--- config.mk ---
export PLATFORM = sky130hd
export DESIGN_NAME = uart_loader
export DESIGN_NICKNAME = d
export VERILOG_FILES = /design/src/rtl/uart_loader.sv
export SDC_FILE = /design/constraint.sdc
export NUM_CORES = 1
export LEC_CHECK = 0
export ABC_AREA = 1
export BUFFER_PORTS_ARGS = -buffer_cell sky130_fd_sc_hd__buf_4
export CORE_UTILIZATION = 35
export CTS_CLUSTER_SIZE = 28
export DETAILED_ROUTE_END_ITERATION = 16
export PLACE_DENSITY = 0.63
export REMOVE_ABC_BUFFERS = 1
export SETUP_SLACK_MARGIN = 0.3
export SLEW_MARGIN = 20
export SYNTH_ARGS = -nofsm -noshare
export SYNTH_HDL_FRONTEND = slang
export SYNTH_SLANG_ARGS = --single-unit
--- constraint.sdc ---
create_clock -name clk -period 3.23 [get_ports clk]
set_input_delay 0.1615 -clock clk [delete_from_list [all_inputs] [get_ports clk]]
set_output_delay 0.1615 -clock clk [all_outputs]
set_load 0.02 [all_outputs]
--- src/rtl/uart_loader.sv ---
// uart_loader: parses A5/LEN/words/CHK frames from the UART and writes 16-bit words to memory.
// Optional inter-byte timeout is built when LOADER_TIMEOUT_EN is defined.
module uart_loader #(
    parameter int ADDR_WIDTH   = 10,
    parameter int BASE_ADDR    = 0,
    parameter int TIMEOUT_CLKS = 500000
) (
    input  logic                  clk,
    input  logic                  rst,
    input  logic [7:0]            rx_data,
    input  logic                  rx_ready,
    output logic [ADDR_WIDTH-1:0] mem_addr,
    output logic [15:0]           mem_data,
    output logic                  mem_wr,
    output logic                  busy,
    output logic                  done,
    output logic                  err
);
    localparam logic [7:0]            SYNC = 8'hA5;
    localparam logic [ADDR_WIDTH-1:0] BASE = ADDR_WIDTH'(BASE_ADDR);

    typedef enum logic [2:0] {
        S_IDLE,
        S_LEN_HI,
        S_LEN_LO,
        S_W_HI,
        S_W_LO,
        S_CHECK,
        S_DONE,
        S_ERROR
    } state_t;

    state_t                r_state;
    logic                  r_rdy_q;
    logic [ADDR_WIDTH-1:0] r_addr;
    logic [7:0]            r_len_hi;
    logic [7:0]            r_hi;
    logic [7:0]            r_chk;
    logic [15:0]           r_count;

    logic                  w_stb;
    logic                  w_tmo;
    logic [15:0]           w_len;

    // rx_ready is a level; only its rising edge marks a new byte
    assign w_stb = rx_ready & ~r_rdy_q;
    assign w_len = {r_len_hi, rx_data};

`ifdef LOADER_TIMEOUT_EN
    localparam int TW = $clog2(TIMEOUT_CLKS + 1);

    logic [TW-1:0] r_tmo;

    always_ff @(posedge clk) begin
        if (!rst || w_stb || !busy) begin
            r_tmo <= '0;
        end else begin
            r_tmo <= r_tmo + 1'b1;
        end
    end

    assign w_tmo = busy && !w_stb && (r_tmo == TW'(TIMEOUT_CLKS - 1));
`else
    assign w_tmo = 1'b0;
`endif

    always_ff @(posedge clk) begin
        if (!rst) begin
            r_state  <= S_IDLE;
            r_rdy_q  <= 1'b0;
            r_addr   <= BASE;
            r_len_hi <= 8'h00;
            r_hi     <= 8'h00;
            r_chk    <= 8'h00;
            r_count  <= 16'h0000;
            mem_addr <= '0;
            mem_data <= 16'h0000;
            mem_wr   <= 1'b0;
            busy     <= 1'b0;
            done     <= 1'b0;
            err      <= 1'b0;
        end else begin
            r_rdy_q <= rx_ready;
            mem_wr  <= 1'b0;
            if (w_tmo) begin
                r_state <= S_ERROR;
                busy    <= 1'b0;
                done    <= 1'b0;
                err     <= 1'b1;
            end else if (w_stb) begin
                case (r_state)
                    S_IDLE, S_DONE, S_ERROR: begin
                        if (rx_data == SYNC) begin
                            r_state <= S_LEN_HI;
                            r_addr  <= BASE;
                            busy    <= 1'b1;
                            done    <= 1'b0;
                            err     <= 1'b0;
                        end
                    end
                    S_LEN_HI: begin
                        r_len_hi <= rx_data;
                        r_chk    <= rx_data;
                        r_state  <= S_LEN_LO;
                    end
                    S_LEN_LO: begin
                        r_chk   <= r_chk ^ rx_data;
                        r_count <= w_len;
                        r_state <= (w_len != 16'h0000) ? S_W_HI : S_CHECK;
                    end
                    S_W_HI: begin
                        r_hi    <= rx_data;
                        r_chk   <= r_chk ^ rx_data;
                        r_state <= S_W_LO;
                    end
                    S_W_LO: begin
                        r_chk    <= r_chk ^ rx_data;
                        mem_addr <= r_addr;
                        mem_data <= {r_hi, rx_data};
                        mem_wr   <= 1'b1;
                        r_addr   <= r_addr + 1'b1;
                        r_count  <= r_count - 16'd1;
                        r_state  <= (r_count == 16'd1) ? S_CHECK : S_W_HI;
                    end
                    S_CHECK: begin
                        busy <= 1'b0;
                        if (rx_data == r_chk) begin
                            r_state <= S_DONE;
                            done    <= 1'b1;
                        end else begin
                            r_state <= S_ERROR;
                            err     <= 1'b1;
                        end
                    end
                    default: begin
                        r_state <= S_IDLE;
                    end
                endcase
            end
        end
    end

endmodule

# ---- Word-level counts from Yosys, hierarchy flattened
# Index checks and enable logic that the tools add are counted.
dict set report word_totals {
  register_bits 84
  inputBits 11
  out_inout_bits 30
  word_cells 67
}
dict set report op_classes {
  n_addsub 2
  eq_ne 13
  mux 17
  n_bitwise 3
  n_reduce_logical 19
}
# operator n
set op_table {}
lappend op_table {{$pmux W16 S2} 1}
lappend op_table {{$pmux W10 S2} 1}
lappend op_table {{$pmux W3 S6} 1}
lappend op_table {{$eq A16 B1 Y1 const B} 1}
lappend op_table {{$pmux W8 S2} 1}
lappend op_table {{$reduce_bool A16 Y1} 1}
lappend op_table {{$sub A16 B1 Y16 const B} 1}
lappend op_table {{$reduce_and A2 Y1} 7}
lappend op_table {{$eq A3 B3 Y1 const B} 4}
lappend op_table {{$add A10 B1 Y10 const B} 1}
lappend op_table {{$mux W10} 1}
lappend op_table {{$mux W3} 3}
lappend op_table {{$eq A8 B8 Y1} 1}
lappend op_table {{$eq A8 B8 Y1 const B} 1}
lappend op_table {{$reduce_and A4 Y1} 2}
lappend op_table {{$reduce_bool A2 Y1} 4}
lappend op_table {{$xor A8 B8 Y8} 1}
lappend op_table {{$eq A3 B2 Y1 const B} 2}
lappend op_table {{$mux W1} 6}
lappend op_table {{$ne A2 B2 Y1 const B} 3}
lappend op_table {{$pmux W1 S2} 3}
lappend op_table {{$reduce_and A3 Y1} 2}
lappend op_table {{$reduce_or A3 Y1} 2}
lappend op_table {{$eq A3 B1 Y1 const B} 1}
lappend op_table {{other kinds (3)} 3}

# ---- Depth between registers and ports, before layout
# Gate-level depths: netlist (run 1).
dict set report logic_depth {
  word_depth 4
  ltp_mapped 11
  mapped_depth_nobuf 11
}

# ---- Worst setup path after synthesis (run 1)
# Ideal clock, no wire load.
dict set report synth_path {
  kind {register to register}
  from {reg r_state[1]}
  to {reg r_chk[1]}
  arrival_time_ns 1.278
  required_time_ns 3.098
  setup_slack_ns 1.819
  stages_incl_launch_ff 10
  path_buffers 0
  synth_period_minus_slack_ns 1.411
  path_cell_list {dfxtp_1 -> inv_2 -> nand2_2 -> nor2_4 -> a21oi_4 -> nand2_2 -> nand2_2 -> inv_2 -> nand2_1 -> a21oi_1}
}
dict set report synth_between {
  elab_chain_len 4
}
# item line_no
set synth_rtl {}
lappend synth_rtl {{start: declaration} 33} ;# state_t r_state;
lappend synth_rtl {{start signal: assignment} 109} ;# r_state <= (w_len != 16'h0000) ? S_W_HI : S_CHECK;
lappend synth_rtl {{start signal: assignment} 123} ;# r_state <= (r_count == 16'd1) ? S_CHECK : S_W_HI;
lappend synth_rtl {{$eq A3 B3 Y1 or $eq A3 B2 Y1 (tied branches)} 91} ;# case (r_state)
lappend synth_rtl {{$reduce_or A3 Y1 (no source line)} -}
lappend synth_rtl {{$reduce_bool A2 Y1 (no source line)} -}
lappend synth_rtl {{$reduce_and A2 Y1 (no source line)} -}
lappend synth_rtl {{end signal: assignment} 103} ;# r_chk <= rx_data;
lappend synth_rtl {{end signal: assignment} 107} ;# r_chk <= r_chk ^ rx_data;
lappend synth_rtl {{end signal: assignment} 113} ;# r_chk <= r_chk ^ rx_data;
lappend synth_rtl {{end: declaration} 38} ;# logic [7:0] r_chk;
# Several ways; a longest one is shown, not always the timed one.
# A chain may end at the register's enable or synchronous reset.

# ---- Worst setup path after layout (run 1)
dict set report layout_path {
  from {reg r_state[1]}
  to {reg mem_data[3]}
}
dict set report layout_between {
  elab_chain_len 2
}
# item line_no
set layout_rtl {}
lappend layout_rtl {{$eq A3 B3 Y1} 91}
lappend layout_rtl {{$reduce_and A2 Y1 (no source line)} -}
lappend layout_rtl {{end signal: assignment} 119} ;# mem_data <= {r_hi, rx_data};
lappend layout_rtl {{end: declaration} 13} ;# output logic [15:0] mem_data,
# No other way between the ends.

==> results of run 1 <==
[synth_stat cells]
library cell  count  area share, %
ha_1              3           0.92
nand2_2           7            1.1
clkbuf_1          9           0.83
inv_2             9           0.83
o211ai_1          3           0.55
nand3b_1          4           0.74
nor2_4            5            1.4
nand3_2           1           0.25
nor2_2            2           0.31
a21oi_1          72            8.9
o21ai_2           2           0.43
a31oi_1           1           0.15
nor3_1            6           0.74
inv_1            38            3.5
xnor2_1           9            1.9
buf_2            11            1.4
buf_4             1           0.18
o21ai_0          43            5.3
buf_6             1           0.28
nor2_1           91            8.4
nand3_1          27            3.3
xor2_1            7            1.5
nand2_1         133             12
clkinv_1          2           0.18
o21ai_1          19            2.3
nand4_1           3           0.46
buf_1             1          0.092
dfxtp_1          84             41
a21oi_4           1           0.40
[registers in the layout (all words and copies together), names as in the netlist]
| name | flops |
|---|---|
| r_count | 16 |
| mem_addr | 10 |
| r_chk | 8 |
| mem_wr | 1 |
| r_hi | 8 |
| r_state | 3 |
| r_len_hi | 8 |
| r_addr | 10 |
| busy | 1 |
| mem_data | 16 |
| r_rdy_q | 1 |
| err | 1 |
| done | 1 |
[cell usage in the layout, fill, tap and decap left out]
cell type	count
a21oi_1	72
a21oi_4	1
a31oi_1	1
buf_4	42
bufinv_16	1
clkbuf_16	9
clkinv_1	2
clkinv_2	1
clkinv_4	1
clkinvlp_4	1
dfxtp_1	84
ha_1	3
inv_1	38
inv_2	9
inv_6	2
inv_8	1
nand2_1	133
nand2_2	7
nand3_1	27
nand3_2	1
nand3b_1	4
nand4_1	3
nor2_1	91
nor2_2	2
nor2_4	5
nor3_1	6
o211ai_1	3
o21ai_0	43
o21ai_1	19
o21ai_2	2
xnor2_1	9
xor2_1	7
[power by group through the flow]
stage	combinational, uW	sequential, uW	clock (uW)
finish	74.0	1040	1060
global route	82.2	1040	1130
CTS	74.7	1040	1080
detailed placement	74.2	1060	0
global placement	73.2	1060	0
floorplan	33.5	1060	0
[worst max-delay path: stages, from the launching register on]
cell and delay [ns]:
dfxtp_1 0.40, inv_2 0.08, nand2_2 0.08, nor2_4 0.49, inv_2 0.27, nor2_4 0.42
buf_4 0.31, o21ai_1 0.08, a21oi_1 0.14
[cell families after synthesis]
family,after synthesis,synth area share [%]
fa+ha+maj,3,0.9235
buf+inv,72,7.264
compound gates,141,18.04
simple gates,279,28.96
flops,84,41.37
xor+xnor,16,3.447
[path summary, 6_finish.rpt]
path                    from          end  slack [ns]
hold reg to reg          err          err        0.47
setup / recovery  r_state[1]  mem_data[3]        0.88
setup reg to reg  r_state[1]  mem_data[3]        0.88
hold / removal      rx_ready      r_rdy_q        0.02
[metrics by stage]
stage	cells	utilization (%)	worst slack [ns]	hold WS [ns]	total power, uW
finish	770	42.87	0.8820	0.02049	2169
global route	770	42.87	0.6236	0.02811	2243
CTS	770	42.87	0.8659	0.01331	2190
detailed placement	754	40.12	0.8938	0.3614	1135
global placement	754	40.12	0.9934	0.3562	1134
floorplan	572	-	1.139	0.2550	1094
[layout make-up]
type                       instances  area [sq um]  share of cell area, %
sequential                        84          1682                  35.41
timing repair buffer              42         315.3                  6.639
clock buffer                       9         225.2                  4.742
clock inverter                     7         80.08                  1.686
inverter                          49         183.9                  3.872
tap                              140         175.2                  3.688
multi-input combinational        439          2088                  43.97
[per-layer routing]
layer | up-vias | routed length [um] | track usage [%]
met4 | 0 | 101 | 6.095
li1 | 1991 | - | -
met2 | 73 | 4694 | 29.60
met5 | - | 0 | 0
met1 | 1724 | 4947 | 24.43
met3 | 6 | 376 | 2.549
==> summary.txt, run 1 <==
Pwr
  • Power Density: 456.7 mW/mm^2
  • Clock Power Share: a little under 50%
  • Leak: 0.001991 uW
  • Switch Pwr: 500.9 uW
  • Sw Ratio: about 23%
  • Worst VDD drop: 303.4 uV
  • Sequential Power Share: 47.8%
  • Combinational power share: 3.4%
  • Int Pwr: about 1700 uW

GRT
  • Overall Global Routing Usage: 18.12%
  • Vias in the first global route: 3480
  • GRT Residual Overflow: 0
  • Initial antenna violation count: 0
  • First-pass GRT wire length: 17030 um
  • Largest net degree at the start of global routing: 48

STA
  • Setup TNS: 0 ns
  • Fmax: 425.9 MHz
  • Final period utilization: 72.69%
  • Fin Clk Skew: 0.007202 ns
  • Worst slew pin tran: around 0.61 ns
  • Setup violators final: 0
  • Final Max Slew Viols: 0
  • Max-slew headroom: 59.01%
  • RSZ-0062 raised after global routing: false
  • Min Clock Period, post-route: 2.348 ns
  • Final hold vios: 0

Layout
  • Layout cell share with drive strength beyond 1: 13.49%
  • Design Area, Final: 0.004750 sq mm
  • # diodes: 0
  • Area grow syn2layout: 16.84%
  • Nets: approximately 640
  • FILL cells: 1126

Clock tree
  • Root Driver: clkbuf_16
  • Clock slew at reported path FFs: 0.06 ns
  • # resized after CTS: 0
  • Clock Latency Late Sink: 0.33 ns
  • Setup bufs post-CTS: 0
  • # hold bufs at CTS: 0
  • Max H-tree Level: 3
  • Clk sink count: 84
  • Inserted Clock Buffers: 9
  • Longest Clk Path Bufs: 2
  • TritonCTS clock tree: done

Outcome
  • Status: complete, no violations

Place
  • Placement Cell Area: 0.004444 sq mm
  • Port Buffer Count: 40
  • RD Place Congestion: 0.8663
  • Detail Placement HPWL: slightly above 7000 um

Worst setup path
  • Worst EP arrival: 2.61 ns
  • Data required, critical path: 3.49 ns
  • Crit Path Category: reg -> reg
  • Startpoint Class: register
  • R2R depth: 8
  • CP endpoint kind: register
  • Max FO, Critical Path: 24

Die
  • I/O Pins: 41
  • Initial core utilization: 36.70%
  • Core Region: 0.01108 sq mm
  • Die Y-Extent: 109.8 um
  • Die X: 109.8 um
  • Die area: ~0.012 sq mm
  • Row count: 38

Yosys
  • Netlist cell types: 29
  • Synth Area per Inst: around 6.8 sq um
  • Synthesized instance count: 595
  • Synth Register Bits: 84
  • Sequential element share of the synthesized area: 41.37%
  • Ys Warns: 0
  • Synthesized area: 0.004065 sq mm

Drt
  • Total Wirelength: 10120 um
  • Vias per Instance: 4.927
  • 1st-pass router iterations: 5
  • Via count: approximately 3800
  • Routed Antenna Nets: 0
  • Drc violations: 0
  • Routed len/inst: ~13 um
  • Detailed Route Iter0 Violations: approximately 220

Hold path
  • Hold path depth: 3
  • Worst Hold Class: in -> reg

Job
  • Max Cap Viol: 0
Power figures use the tool's default switching activity.
==> inputs of run 2 (changes only) <==
- clock period: 3.23 -> 2.2 ns (I/O delays scaled with it)
==> summary.txt, run 2 (synthesized netlist as in run 1, its figures left out) <==
Die
  • Core Region: 0.01108 sq mm
  • Die X: 109.8 um
  • Initial core utilization: 36.70%
  • Die Y-Extent: roughly 110 um
  • Row count: 38
  • I/O Pins: 41
  • Die area: 0.01205 sq mm

STA
  • Fmax: 579.4 MHz
  • PnR worst setup slack: 0.4741 ns
  • Final period utilization: 78.45%
  • RSZ-0062 raised after global routing: false
  • Final hold vios: 0
  • Worst slew pin tran: 0.4938 ns
  • Final Max Slew Viols: 0
  • Fin Clk Skew: 0.005341 ns
  • Max-slew headroom: 66.96%
  • Setup TNS: 0 ns
  • Min Clock Period, post-route: 1.726 ns
  • Setup violators final: 0

Worst setup path
  • Worst EP arrival: 2.00 ns
  • Register-to-register setup slack: 0.54 ns
  • Largest stage delay, worst path: between 0.5 and 0.6 ns
  • Startpoint Class: input pin
  • Critical path's slowest cell: dlygate4sd3_1
  • Buf/Inv on CP: 5
  • Crit Path Category: in -> reg
  • CP endpoint kind: register
  • CP Cell Sequence: dlygate4sd3_1 > buf_4 > inv_1 > nor2_2 > buf_4 > inv_2 > nor2_2 > o21ai_0 > a21oi_1
  • Data required, critical path: 2.48 ns
  • Max FO, Critical Path: 15
  • CP top delay family: buffers and inverters

Place
  • Detail Placement HPWL: 7086 um
  • Post-place setup slack: 0.4672 ns
  • Port Buffer Count: 40
  • RD Place Congestion: 0.8418

Layout
  • # diodes: 0
  • Biggest regs: mem_data x16, r_count x16
  • Nets: 647
  • Area grow syn2layout: 18.04%
  • Commonest non-fill, non-tap cell in the layout: nand2_1
  • Most frequent cells in the layout: nand2_1, nor2_1, dfxtp_1
  • FILL cells: between 1000 and 1500
  • Layout cell share with drive strength beyond 1: 14.42%

Drt
  • Routed Antenna Nets: 0
  • Via count: 3763
  • 1st-pass router iterations: 4
  • Vias per Instance: about 4.8
  • Drc violations: 0
  • Routed len/inst: 12.75 um
  • Total Wirelength: slightly below 10000 um
  • Detailed Route Iter0 Violations: 183

Hold path
  • Worst Hold Class: in -> reg

GRT
  • First-pass GRT wire length: 16640 um
  • Vias in the first global route: 3511
  • Overall Global Routing Usage: 17.87%
  • GRT Residual Overflow: 0
  • Largest net degree at the start of global routing: 48
  • Initial antenna violation count: 0

Clock tree
  • Root Driver: clkbuf_16
  • Clk sink count: 84
  • Clock slew at reported path FFs: about 0.06 ns
  • TritonCTS clock tree: done
  • Longest Clk Path Bufs: 2
  • Inserted Clock Buffers: 9
  • Clock Latency Late Sink: between 0.3 and 0.4 ns
  • Max H-tree Level: 3

Job
  • Max Cap Viol: 0

Pwr
  • Worst VDD drop: 377.8 uV
  • Power Density: 639.4 mW/mm^2
  • Leak: 0.002013 uW

Outcome
  • Status: complete, no violations
run 2: layout make-up:
| class | instances | area, sq um | share of cell area (%) |
|---|---|---|---|
| repair buffers | 50 | 377.9 | 7.875 |
| clock buffers | 9 | 225.2 | 4.694 |
| inverters | 49 | 183.9 | 3.833 |
| clock inverters | 7 | 58.81 | 1.226 |
| flip-flops and latches | 84 | 1682 | 35.05 |
| multi-input cells | 439 | 2096 | 43.68 |
| well taps | 140 | 175.2 | 3.651 |
run 2: timing repair:
item	CTS	global route
endpoints found under the setup margin	0	5
hold buffers	1	0
resized for setup	0	1
endpoints found under the hold margin	1	0
buffers inserted	0	2
run 2: worst min-delay path, stage by stage:
cell and delay, ns:
buf_4 0.15, nor3_1 0.07, nor2_1 0.09
run 2: path summary, 6_finish.rpt:
check                                    to        from  depth (start not counted)
worst min register to register         busy        busy                          2
worst max-delay path            r_len_hi[4]    rx_ready                          9
worst max register to register  r_len_hi[4]  r_state[0]                          6
worst min-delay path            r_len_hi[0]  rx_data[0]                          3
run 2: where the power goes:
part	switching, uW	internal [uW]	total, uW
Clock	653	780	1430
Combinational	76.8	35.7	112
Sequential	0.803	1520	1520
run 2: metrics by stage:
| step | total power [uW] | util [%] | instances | cell area (sq um) | hold WS [ns] |
|---|---|---|---|---|---|
| floorplan | 1606 | - | 572 | 3954 | 0.2035 |
| global placement | 1666 | 40.46 | 759 | 4482 | 0.3039 |
| detailed placement | 1667 | 40.46 | 759 | 4482 | 0.3158 |
| CTS | 3104 | 43.11 | 776 | 4776 | 0.1106 |
| global route | 3171 | 43.31 | 778 | 4798 | 0.1371 |
| finish | 3068 | 43.31 | 778 | 4798 | 0.1189 |
run 2: metal layers:
layer / vias to the layer above / share of wire, % / track usage (%)
met5: - / 0 / 0
met1: 1685 / 49 / 23.55
met4: 0 / 2.1 / 7.714
met3: 13 / 3.6 / 3.082
met2: 64 / 45 / 28.66
li1: 2001 / - / -
==> inputs of run 3 (changes only) <==
- ABC_AREA: 1 -> 0
- PLACE_DENSITY: 0.63 -> 0.65
- clock period: 2.2 -> 1.5 ns (I/O delays scaled with it)
==> summary.txt, run 3 <==
Worst setup path
  • Worst r2r src: r_state[2]
  • CP endpoint kind: register
  • Worst R2R End: r_addr[5]
  • Crit Path Category: reg -> reg
  • CP Cell Sequence: or3_4 > a2111o_1 > nand2_2 > buf_6 > a21oi_1
  • Crit path capture: r_addr[5]
  • Data required, critical path: 1.72 ns
  • CP startpoint: r_state[2]
  • Register-to-register setup slack: -0.20 ns
  • R2R depth: 5
  • Largest stage delay, worst path: approximately 0.44 ns
  • Critical path's slowest cell: or3_4
  • Max FO, Critical Path: 7
  • Worst EP arrival: 1.92 ns
  • Startpoint Class: register

Drt
  • Routed len/inst: 18.60 um
  • Via count: ~4600
  • Routed Antenna Nets: 0
  • Drc violations: 0
  • 1st-pass router iterations: 5
  • Detailed Route Iter0 Violations: 324
  • Vias per Instance: roughly 5.7
  • Total Wirelength: 14860 um

Yosys
  • Post-synth EDFFs: 0
  • Asr flop ratio synth: 0%
  • Synth top area share: 41.05%
  • Post-synth top cells: dfxtp_1, nand2_1, a21oi_1
  • Synth area leaders: dfxtp_1, nand2_1, a21oi_1
  • Sequential element share of the synthesized area: 41.05%
  • Ys Warns: 0
  • Synth Register Bits: 84
  • Synth Area per Inst: 8.128 sq um
  • Synthesized area: 0.004096 sq mm
  • Count leader, synth: dfxtp_1
  • Yosys top cell by area: dfxtp_1
  • Synthesized instance count: 504
  • Netlist cell types: 57
  • Dominant synthesized flop cell: dfxtp_1

Layout
  • Biggest regs: mem_data x16, r_count x16
  • Area grow syn2layout: 69.76%
  • Design Area, Final: 0.006954 sq mm
  • Layout cell share with drive strength beyond 1: a little over half
  • FILL cells: roughly 900
  • Commonest non-fill, non-tap cell in the layout: buf_4
  • Most frequent cells in the layout: buf_4, dfxtp_1, buf_6
  • Util after Layout: 60.90%
  • # diodes: 0
  • Nets: 665

Outcome
  • Violated checks: setup timing
  • Status: complete, but fails checks

GRT
  • GRT Residual Overflow: 0
  • Largest net degree at the start of global routing: 45
  • First-pass GRT wire length: ~22000 um
  • Initial antenna violation count: 0
  • Vias in the first global route: 4413
  • Overall Global Routing Usage: 24.23%

Place
  • Placement Cell Area: about 0.0052 sq mm
  • RD Place Congestion: between 0.8 and 0.9
  • Port Buffer Count: 40
  • Detail Placement HPWL: 8360 um

Die
  • Core Region: approximately 0.011 sq mm
  • Die Y-Extent: ~110 um
  • I/O Pins: 41
  • Die X: 110.2 um
  • Row count: 39
  • Die area: between 0.01 and 0.015 sq mm
  • Initial core utilization: 35.88%

Clock tree
  • TritonCTS clock tree: done
  • Clock slew at reported path FFs: 0.07 ns
  • Clock Latency Late Sink: about 0.35 ns
  • Inserted Clock Buffers: 9
  • Longest Clk Path Bufs: 2
  • Clk sink count: 84
  • Root Driver: clkbuf_16
  • Max H-tree Level: 3

STA
  • PnR worst setup slack: -0.2003 ns
  • Final period utilization: 113.4%
  • Fmax: 588.1 MHz
  • Final Max Slew Viols: 0
  • Setup violators final: 53
  • Fin Clk Skew: 0.007687 ns
  • Min Clock Period, post-route: 1.700 ns
  • Max-slew headroom: 59.48%
  • Final hold vios: 0
  • RSZ-0062 raised after global routing: true
  • Worst slew pin tran: approximately 0.6 ns

Hold path
  • Worst Hold Class: in -> reg

Pwr
  • Worst VDD drop: 914.2 uV
  • Leak: 0.002738 uW
  • Power Density: 707.6 mW/mm^2

Job
  • Max Cap Viol: 0
## run 3: cell types whose count changed in the layout (fill, tap and decap cells not counted), moves of 13 or more
cell / delta
o21ai_0: -38
mux2i_1: +23
nor2_1: -60
a21oi_2: +37
a21oi_1: -61
buf_4: +68
inv_1: -34
nand2_4: +25
nand4_1: +13
nand3_1: -17
buf_6: +39
nand2_1: -97
o21ai_1: -15
## run 3: kinds of logic after synthesis
group,Yosys count,share of synthesized area (%)
flip-flops,84,41.05
multiplexers,26,6.445
AO/OA/AOI/OAI,116,17.04
buffers and inverters,44,4.490
AND/OR/NAND/NOR,216,26.85
adder cells (fa/ha/maj),3,0.9164
XOR/XNOR,15,3.207
## run 3: layout make-up
class	count	area, sq um	share of cell area, %
multi-input combinational	376	3055	43.94
sequential	84	1697	24.40
timing repair buffer	173	1685	24.24
clock buffer	11	252.7	3.634
tap	143	178.9	2.573
clock inverter	5	58.81	0.8456
inverter	7	26.28	0.3778
## run 3: timing repair
item,in CTS,in global routing
cloned,10,0
endpoints found under the hold margin,1,0
buffers inserted,19,4
endpoints found under the setup margin,83,83
pin swaps,67,69
hold buffers,1,0
resized for setup,163,115
## run 3: metrics by stage
stage | hold slack, ns | worst slack (ns) | total power [uW] | instances | setup TNS, ns
6_report | 0.09136 | -0.2003 | 4921 | 799 | -4.548
5_1_grt | 0.09414 | -0.2618 | 5045 | 799 | -7.281
4_1_cts | 0.07343 | -0.1588 | 4896 | 795 | -3.069
3_5_place_dp | 0.3358 | -0.3765 | 2547 | 749 | -12.74
3_3_place_gp | 0.3355 | -0.3596 | 2544 | 749 | -11.50
2_1_floorplan | 0.1925 | -0.8064 | 2377 | 467 | -36.09
## run 3: how the worst min path moves through the flow
stage	from	end	slack [ns]	depth (start not counted)
floorplan	rst	r_count[3]	0.19	1
global placement	rx_ready	r_rdy_q	0.34	2
detailed placement	rx_ready	r_rdy_q	0.34	2
CTS	rst	r_count[6]	0.07	2
global route	rst	r_count[6]	0.09	2
finish	rst	r_count[6]	0.09	2
## run 3: per-layer routing
layer,routed length (um),part of all wire [%],track usage [%]
met1,6195,42,29.08
met2,7468,50,40.31
met3,735,4.9,5.644
met4,459,3.1,12.59
met5,0,0,0
## run 3: worst max-delay path: cells and delay by family (launching register included)
kind / cells / cell delay (ns)
buf+inv: 1 / 0.15
simple gates: 2 / 0.57
compound gates: 2 / 0.49
flops: 1 / 0.36
## run 3: power by group
part	internal (uW)	leakage (uW)	total, uW	switching (uW)
Combinational	151	0.00191	350	198
Clock	1380	0.000148	2340	952
Sequential	2230	0.000680	2230	5.67
